<file path="config.mk">
export PLATFORM = sky130hd
export DESIGN_NAME = edge_event_encoder
export DESIGN_NICKNAME = d
export VERILOG_FILES = /design/src/rtl/edge_event_encoder.sv
export SDC_FILE = /design/constraint.sdc
export NUM_CORES = 1
export LEC_CHECK = 0
export ABC_CLOCK_PERIOD_IN_PS = 7000
export CAP_MARGIN = 0
export CORE_MARGIN = 2
export CORE_UTILIZATION = 50
export CTS_BUF_LIST = sky130_fd_sc_hd__clkbuf_8
export CTS_CLUSTER_DIAMETER = 60
export DETAILED_ROUTE_END_ITERATION = 16
export GPL_ROUTABILITY_DRIVEN = 0
export PLACE_DENSITY = 0.79
export SYNTH_ARGS = -nofsm -noshare
export SYNTH_HDL_FRONTEND = slang
export SYNTH_SLANG_ARGS = --single-unit
export TNS_END_PERCENT = 10
</file>
<file path="constraint.sdc">
create_clock -name clk -period 7 [get_ports clk]
set_input_delay 0.7 -clock clk [delete_from_list [all_inputs] [get_ports clk]]
set_output_delay 0.7 -clock clk [all_outputs]
set_load 0.03 [all_outputs]
</file>
<file path="src/rtl/edge_event_encoder.sv">
// Round-robin encoder: turns a sticky edge vector into one event index per handshake.
// Latency: one cycle from a new edge bit to evt_valid_o; back-to-back accepts have no bubble.
// Backpressure: a presented event holds its index until accepted, even if its edge bit drops.
module edge_event_encoder #(
    parameter int WIDTH = 32,
    parameter int IDXW  = $clog2(WIDTH)
) (
    input  logic             clk,
    input  logic             reset,
    input  logic [WIDTH-1:0] edge_i,
    output logic             evt_valid_o,
    input  logic             evt_ready_i,
    output logic [IDXW-1:0]  evt_idx_o,
    output logic [IDXW:0]    pending_o
);

    logic             r_valid;
    logic [IDXW-1:0]  r_idx;
    logic [IDXW-1:0]  r_ptr;
    logic [WIDTH-1:0] r_seen;
    logic [IDXW:0]    r_pending;

    logic             w_accept;
    logic             w_load;
    logic [WIDTH-1:0] w_acc_onehot;
    logic [WIDTH-1:0] w_cur_onehot;
    logic [WIDTH-1:0] w_seen_next;
    logic [WIDTH-1:0] w_pend;
    logic [WIDTH-1:0] w_unrep;
    logic             w_found;
    logic [IDXW-1:0]  w_sel;
    logic [IDXW:0]    w_count;

    assign w_accept     = r_valid & evt_ready_i;
    assign w_load       = ~r_valid | w_accept;
    assign w_acc_onehot = w_accept ? (WIDTH'(1) << r_idx) : '0;
    assign w_cur_onehot = r_valid  ? (WIDTH'(1) << r_idx) : '0;

    // Masking with edge_i lets a bit that was cleared upstream re-arm.
    assign w_seen_next  = (r_seen | w_acc_onehot) & edge_i;
    assign w_pend       = edge_i & ~r_seen & ~w_cur_onehot;
    assign w_unrep      = edge_i & ~w_seen_next;

    // First pending bit at or above the pointer, wrapping at WIDTH-1.
    always_comb begin
        w_found = 1'b0;
        w_sel   = '0;
        for (int i = 0; i < WIDTH; i++) begin
            if (!w_found && w_pend[r_ptr + IDXW'(i)]) begin
                w_found = 1'b1;
                w_sel   = r_ptr + IDXW'(i);
            end
        end
    end

    always_comb begin
        w_count = '0;
        for (int i = 0; i < WIDTH; i++) begin
            w_count = w_count + (IDXW+1)'(w_unrep[i]);
        end
    end

    always_ff @(posedge clk) begin
        if (reset) begin
            r_valid   <= 1'b0;
            r_idx     <= '0;
            r_ptr     <= '0;
            r_seen    <= '0;
            r_pending <= '0;
        end else begin
            r_seen    <= w_seen_next;
            r_pending <= w_count;
            if (w_accept) begin
                r_ptr <= r_idx + IDXW'(1);
            end
            if (w_load) begin
                r_valid <= w_found;
                if (w_found) begin
                    r_idx <= w_sel;
                end
            end
        end
    end

    assign evt_valid_o = r_valid;
    assign evt_idx_o   = r_idx;
    assign pending_o   = r_pending;

endmodule

</file>
==> results of run 1 <==
-- flip-flops by register name (all words and copies together), names as in the netlist --
name	flops
evt_idx_o	5
r_seen	32
r_ptr	5
pending_o	6
evt_valid_o	1
-- area by class of cell --
type	instances	area (um2)
clock inverter	2	17.52
inverter	53	198.9
sequential	49	982.2
multi-input combinational	1092	8005
clock buffer	6	82.58
tap	234	292.8
timing repair buffer	81	718.2
fill	1724	8408
-- logic make-up after synthesis --
logic type               Yosys count  synth area share, %
AO/OA/AOI/OAI                    348                25.28
XOR/XNOR                          37                3.473
adder cells (fa/ha/maj)           49                8.308
buffers and inverters            131                5.884
flip-flops                        49                10.27
multiplexers                      79                13.52
AND/OR/NAND/NOR                  579                33.26
-- per-layer routing --
| metal | wire, um | share of wire (%) | global-route usage (%) |
|---|---|---|---|
| met1 | 13540 | 36 | 48.30 |
| met2 | 15030 | 40 | 52.99 |
| met3 | 5739 | 15 | 10.46 |
| met4 | 2835 | 7.6 | 21.11 |
| met5 | 0 | 0 | 0 |
-- power by group through the flow --
| stage | registers (uW) | clock network, uW | logic, uW |
|---|---|---|---|
| after floorplan | 364 | 0 | 1550 |
| final | 340 | 187 | 2220 |
| after global placement | 345 | 0 | 2090 |
| after global routing | 343 | 198 | 2390 |
| after detailed placement | 345 | 0 | 2120 |
| after CTS | 339 | 190 | 2130 |
-- final timing paths --
path                   to  slack [ns]  cells past startpoint
min reg2reg      r_ptr[0]        0.57                      1
max          pending_o[4]        0.46                     22
max reg2reg  evt_idx_o[3]        0.67                     16
min              r_ptr[0]        0.57                      1
-- through the flow --
stage	std cells	util [%]	power, uW	worst slack (ns)	cell area [um2]
3_3_place_gp	1509	54.52	2432	0.3297	10200
4_1_cts	1517	55.05	2659	0.4884	10300
5_1_grt	1517	55.05	2932	0.1338	10300
2_1_floorplan	1272	-	1912	0.8788	9548
6_report	1517	55.05	2750	0.4551	10300
3_5_place_dp	1509	54.52	2462	0.1634	10200
-- cell usage in the layout (no fill, tap or decap), types with 11 or more instances in the layout --
master	n
nand2_1	141
nor2_1	96
a21oi_1	69
nand3_1	58
inv_1	50
o21ai_0	49
dfxtp_1	48
clkdlybuf4s50_1	45
mux4_2	39
nor3_1	38
buf_4	35
and2_1	34
nor3b_1	33
a31oi_1	30
mux2i_1	30
o211ai_1	29
xnor2_1	26
ha_1	25
a211oi_1	24
fa_1	24
nor2b_1	21
nand4_1	21
nor4_1	20
o22ai_1	20
and3_1	17
nand2b_1	15
a2111oi_0	12
o2111ai_1	11
-- critical path: cells and delay by family --
kind / cells / cell delay, ns
AOI/OAI and AO/OA: 3 / 0.29
xor gates and xnor gates: 1 / 0.13
adders and majority gates: 8 / 3.74
buffers and inverters: 5 / 0.83
and+or+nand+nor: 5 / 1.02
==> metrics, run 1 <==
Die Y-Extent 142.2 um; critical path startpoint evt_ready_i; NumNets Final 1366; Psw 1523 uW; most frequent cells after synthesis nand2_1 (141), nor2_1 (96), a21oi_1 (69); # IOs 47; Synth top area share 10.27%; first-pass GRT wire length 57.46 mm; vias per cell around 7.4; outcome complete, no violations; Slowest-stage cell, CP clkdlybuf4s50_1; cts hold-fix bufs 0; max-cap violation count 0; Initial Util between 50 and 60%; routed wire length 37.14 mm; Total GRT Usage 36.49%; syn nets 1356; leak pwr 0.003785 uW; Remaining DRCs 0; Resized cells post-CTS 0; EDFF count, synth 0; Pint 1228 uW; setup violators final 0; Worst setup EP type register; share of cells above drive strength 1 9.977%; Peak VDD IR 0.3328 mV; count of pins over their slew limit 0; largest cells by area after synthesis dfxtp_1 (10%), mux4_2 (9.2%), nand2_1 (5.5%); CTS Buf Count 5; Site Rows 50; CTS root buf clkbuf_8; leading area contributor after synthesis dfxtp_1; Final Hold Fails 0; hold_sp evt_idx_o[0]; count of state elements after synthesis 49; Hold Crit Class reg -> reg; Startpoint Class primary input; RSZ-0062 raised after global routing false; postcts setup bufs 0; HPWL after detailed placement 28.98 mm; number of H-tree branching levels 2; Crit path top cell by count fa_1; I/O Buffers 46; Worst-Margin Slew 1.356 ns; Skew-Pair Late Insertion Delay 0.32 ns; sequential share of power 12.4%; Tmin final 6.545 ns; Worst EP required 7.18 ns; Power Dens Cells 267.1 nW/um2; Clk pwr share 6.8%; cell chain of the critical path clkdlybuf4s50_1 -> and2_1 -> nor2b_1 -> and2_1 -> a21oi_1 -> and2_1 -> fa_1 -> inv_1 -> fa_1 -> fa_1 -> fa_1 -> fa_1 -> inv_1 -> fa_1 -> ha_1 -> inv_1 -> fa_1 -> inv_1 -> a21o_1 -> a21oi_1 -> xor2_1 -> nor2_1; routed via count 11300; crit-path max FO 6; DIE WIDTH 142.2 um; CTS tree built; Routed WL per cell 24.48 um; clk buf depth 2; Seq/Total Area, Yosys between 10% and 20%; reg2reg start r_ptr[2]; Yosys warnings 0; total grt overflow 0; Distinct cells, synth 103; core area 18710 um2; Clock transition at path regs about 0.10 ns; initial antenna violation count 1; Area Overhead vs Synth 7.850%; Fin Setup TNS 0 ns; Syn Area/Cell 7.506 um2; DRT iter0 DRCs 2063; Slew headroom around 8.3%; crit path DAT 6.72 ns; n_diodes 0; count leader, synth nand2_1; power share of the combinational group 80.8%; Pre-antenna DRT Iters 6; Clock Sink Count 49; Post-Syn Instances 1272; cell area after synthesis 9548 um2; pin count of the biggest net entering global routing 64; Switching Share a little under three fifths; Main synth FF type dfxtp_1; final antenna-violating net count 0; fmax between 150 and 200 MHz; final cycle utilization of the critical path 93.50%; critical path type in -> reg; Worst Skew 0.01919 ns; vias in the first global route 10060; die area about 20000 um2; Post-synth ARST share 0%; max incr delay on CP between 0.5 and 0.6 ns; worst hold slack ~0.57 ns
(Power assumes the default switching activity.)
==> inputs of run 2 (changes only) <==
--- a/config.mk
+++ b/config.mk
@@ -7,12 +7,10 @@
 export LEC_CHECK = 0
 export ABC_CLOCK_PERIOD_IN_PS = 7000
 export CAP_MARGIN = 0
-export CORE_MARGIN = 2
 export CORE_UTILIZATION = 50
 export CTS_BUF_LIST = sky130_fd_sc_hd__clkbuf_8
 export CTS_CLUSTER_DIAMETER = 60
 export DETAILED_ROUTE_END_ITERATION = 16
-export GPL_ROUTABILITY_DRIVEN = 0
 export PLACE_DENSITY = 0.79
 export SYNTH_ARGS = -nofsm -noshare
 export SYNTH_HDL_FRONTEND = slang
==> metrics, run 2 (same netlist as run 1, synthesis figures left out) <==
routed wire length 39.17 mm (+5.5%); routed via count 11370 (+0.63%); CTS tree built; final antenna-violating net count 0 (unchanged); most frequent cells in the layout nand2_1 (141), nor2_1 (96), a21oi_1 (69); Final Wtd Congestion roughly 1.1; fmax 156.3 MHz (+2.3%); Fin Setup TNS 0 ns (unchanged); Site Rows 50 (unchanged); Clk pwr share 7.8% (+1.0 points); Slowest-stage cell, CP clkdlybuf4s50_1; pin count of the biggest net entering global routing 64 (unchanged); R2R setup slack 0.68 ns (about the same); Worst Skew 0.01533 ns (-0.003859 ns); Worst EP required 7.19 ns (about the same); vias in the first global route 10220 (+1.6%); CTS root buf clkbuf_8; postcts setup bufs 0 (unchanged); R2R depth 15 (-1); # IOs 47 (unchanged); max incr delay on CP 0.55 ns (-0.02 ns); Pre-antenna DRT Iters 9 (+3); Tmin final 6.396 ns (-0.1489 ns); Hold Crit Class reg -> reg; cts hold-fix bufs 0 (unchanged); count of pins over their slew limit 0 (unchanged); CP endpoint pending_o[4]; critical path type in -> reg; Total GRT Usage 39.21% (+2.7 points); largest reg by FF count r_seen; final cycle utilization of the critical path 91.37% (-2.1 points); Slew headroom 4.485% (-3.8 points); crit path DAT 6.58 ns (-0.14 ns); max reg flops 32 (unchanged); max-cap violation count 0 (unchanged); I/O Buffers 46 (unchanged); Peak VDD IR 0.4381 mV (+32%); Skew-Pair Late Insertion Delay 0.33 ns (about the same); Area Overhead vs Synth 8.597%; outcome complete, no violations; Switching Share 55.14% (-0.22 points); Initial Util 51.04% (unchanged); Psw 1558 uW (+2.3%); critical path startpoint evt_ready_i; Routed WL per cell 25.68 um (+4.9%); share of cells above drive strength 1 10.47% (+0.49 points); first-pass GRT wire length 59.30 mm (+3.2%); reg2reg start r_ptr[1]; Remaining DRCs 0 (unchanged); sequential share of power 12.0% (-0.4 points); Clock Sink Count 49 (unchanged); Resized cells post-CTS 0 (unchanged); cell chain of the critical path clkdlybuf4s50_1 -> and2_1 -> nor2b_1 -> buf_4 -> and2_1 -> a21oi_1 -> and2_1 -> fa_1 -> inv_1 -> fa_1 -> fa_1 -> fa_1 -> fa_1 -> inv_1 -> fa_1 -> ha_1 -> inv_1 -> fa_1 -> inv_1 -> a21o_1 -> a21oi_1 -> xor2_1 -> nor2_1; clk buf depth 2 (unchanged); vias per cell 7.455 (+0.10%); Layout Cells excl Fill 1525 (+0.53%); Final Hold Fails 0 (unchanged); HPWL after detailed placement 31.06 mm (+7.2%); r2r endpoint evt_idx_o[3]; Crit path top cell by count fa_1; crit-path max FO 7 (+1); power share of the combinational group 80.2% (-0.6 points); total grt overflow 0 (unchanged); CTS Buf Count 5 (unchanged); Power Dens Cells 272.5 nW/um2 (+2.0%); Worst-Margin Slew 1.413 ns (+0.05677 ns); placed cell count 1516 (+0.46%); die area 19650 um2 (-2.8%); Startpoint Class primary input; DRT iter0 DRCs 2048 (-0.73%); Clock transition at path regs 0.11 ns (about the same); Pint 1268 uW (+3.2%); RSZ-0062 raised after global routing false; Die Y-Extent 140.2 um (-1.4%); number of H-tree branching levels 2 (unchanged); leak pwr 0.003827 uW (+1.1%); setup violators final 0 (unchanged); core area 18710 um2 (unchanged); initial antenna violation count 1 (unchanged); Total Power 2826 uW (+2.7%); NumNets Final 1373 (+0.51%); commonest non-fill, non-tap cell in the layout nand2_1; DIE WIDTH 140.2 um (-1.4%); Worst setup EP type register
-- run 2: cell types whose count changed in the layout (fill, tap and decap cells not counted) --
cell / before / now
buf_4: 35 / 42
bufinv_16: 0 / 1
clkbuf_8: 6 / 5
clkinv_4: 1 / 0
diode_2: 0 / 1
inv_6: 1 / 2
-- run 2: layout make-up --
cell class	instances	area, um2
Clock inverter	3	47.55
Sequential cell	49	982.2
Timing Repair Buffer	88	770.7
Fill cell	1732	8337
Clock buffer	5	68.82
Inverter	53	198.9
Multi-Input combinational cell	1092	8005
Antenna cell	1	2.502
Tap cell	234	292.8
-- run 2: per-layer routing --
layer | up-vias | GRT usage (%) | wire length [um]
met2 | 992 | 57.34 | 16100
met4 | 0 | 21.52 | 2586
li1 | 4898 | - | -
met1 | 5273 | 52.99 | 14760
met5 | - | 0 | 0
met3 | 206 | 9.470 | 5725
-- run 2: worst min path at each step --
stage / slack (ns) / start / end / cells past startpoint
floorplan: 0.51 / r_seen[13] / r_seen[13] / 2
detailed placement: 0.55 / r_seen[13] / r_seen[13] / 2
global route: 0.60 / r_seen[29] / r_seen[29] / 2
CTS: 0.58 / r_ptr[0] / r_ptr[0] / 2
global placement: 0.54 / evt_idx_o[0] / r_ptr[0] / 1
finish: 0.57 / r_ptr[0] / r_ptr[0] / 2
-- run 2: power by group through the flow --
| stage | logic (uW) | clock network (uW) | registers (uW) |
|---|---|---|---|
| after floorplan | 1550 | 0 | 364 |
| after global placement | 2120 | 0 | 345 |
| after detailed placement | 2160 | 0 | 344 |
| after CTS | 2170 | 223 | 337 |
| after global routing | 2420 | 232 | 342 |
| final | 2270 | 221 | 340 |
-- run 2: per-stage QoR --
step	cell area, um2	hold slack, ns	setup slack (ns)	utilization, %
final	10370	0.5712	0.6040	55.43
after CTS	10370	0.5752	0.6219	55.42
after global routing	10370	0.6049	0.2632	55.42
after global placement	10250	0.5397	0.3748	54.80
after floorplan	9548	0.5065	0.8788	-
after detailed placement	10250	0.5528	0.2912	54.80
-- run 2: critical path: cells and delay by family --
family | cells | cell delay [ns]
fa+ha+maj | 8 | 3.74
buf+inv | 6 | 0.95
simple gates | 5 | 0.77
compound gates | 3 | 0.28
xor+xnor | 1 | 0.14
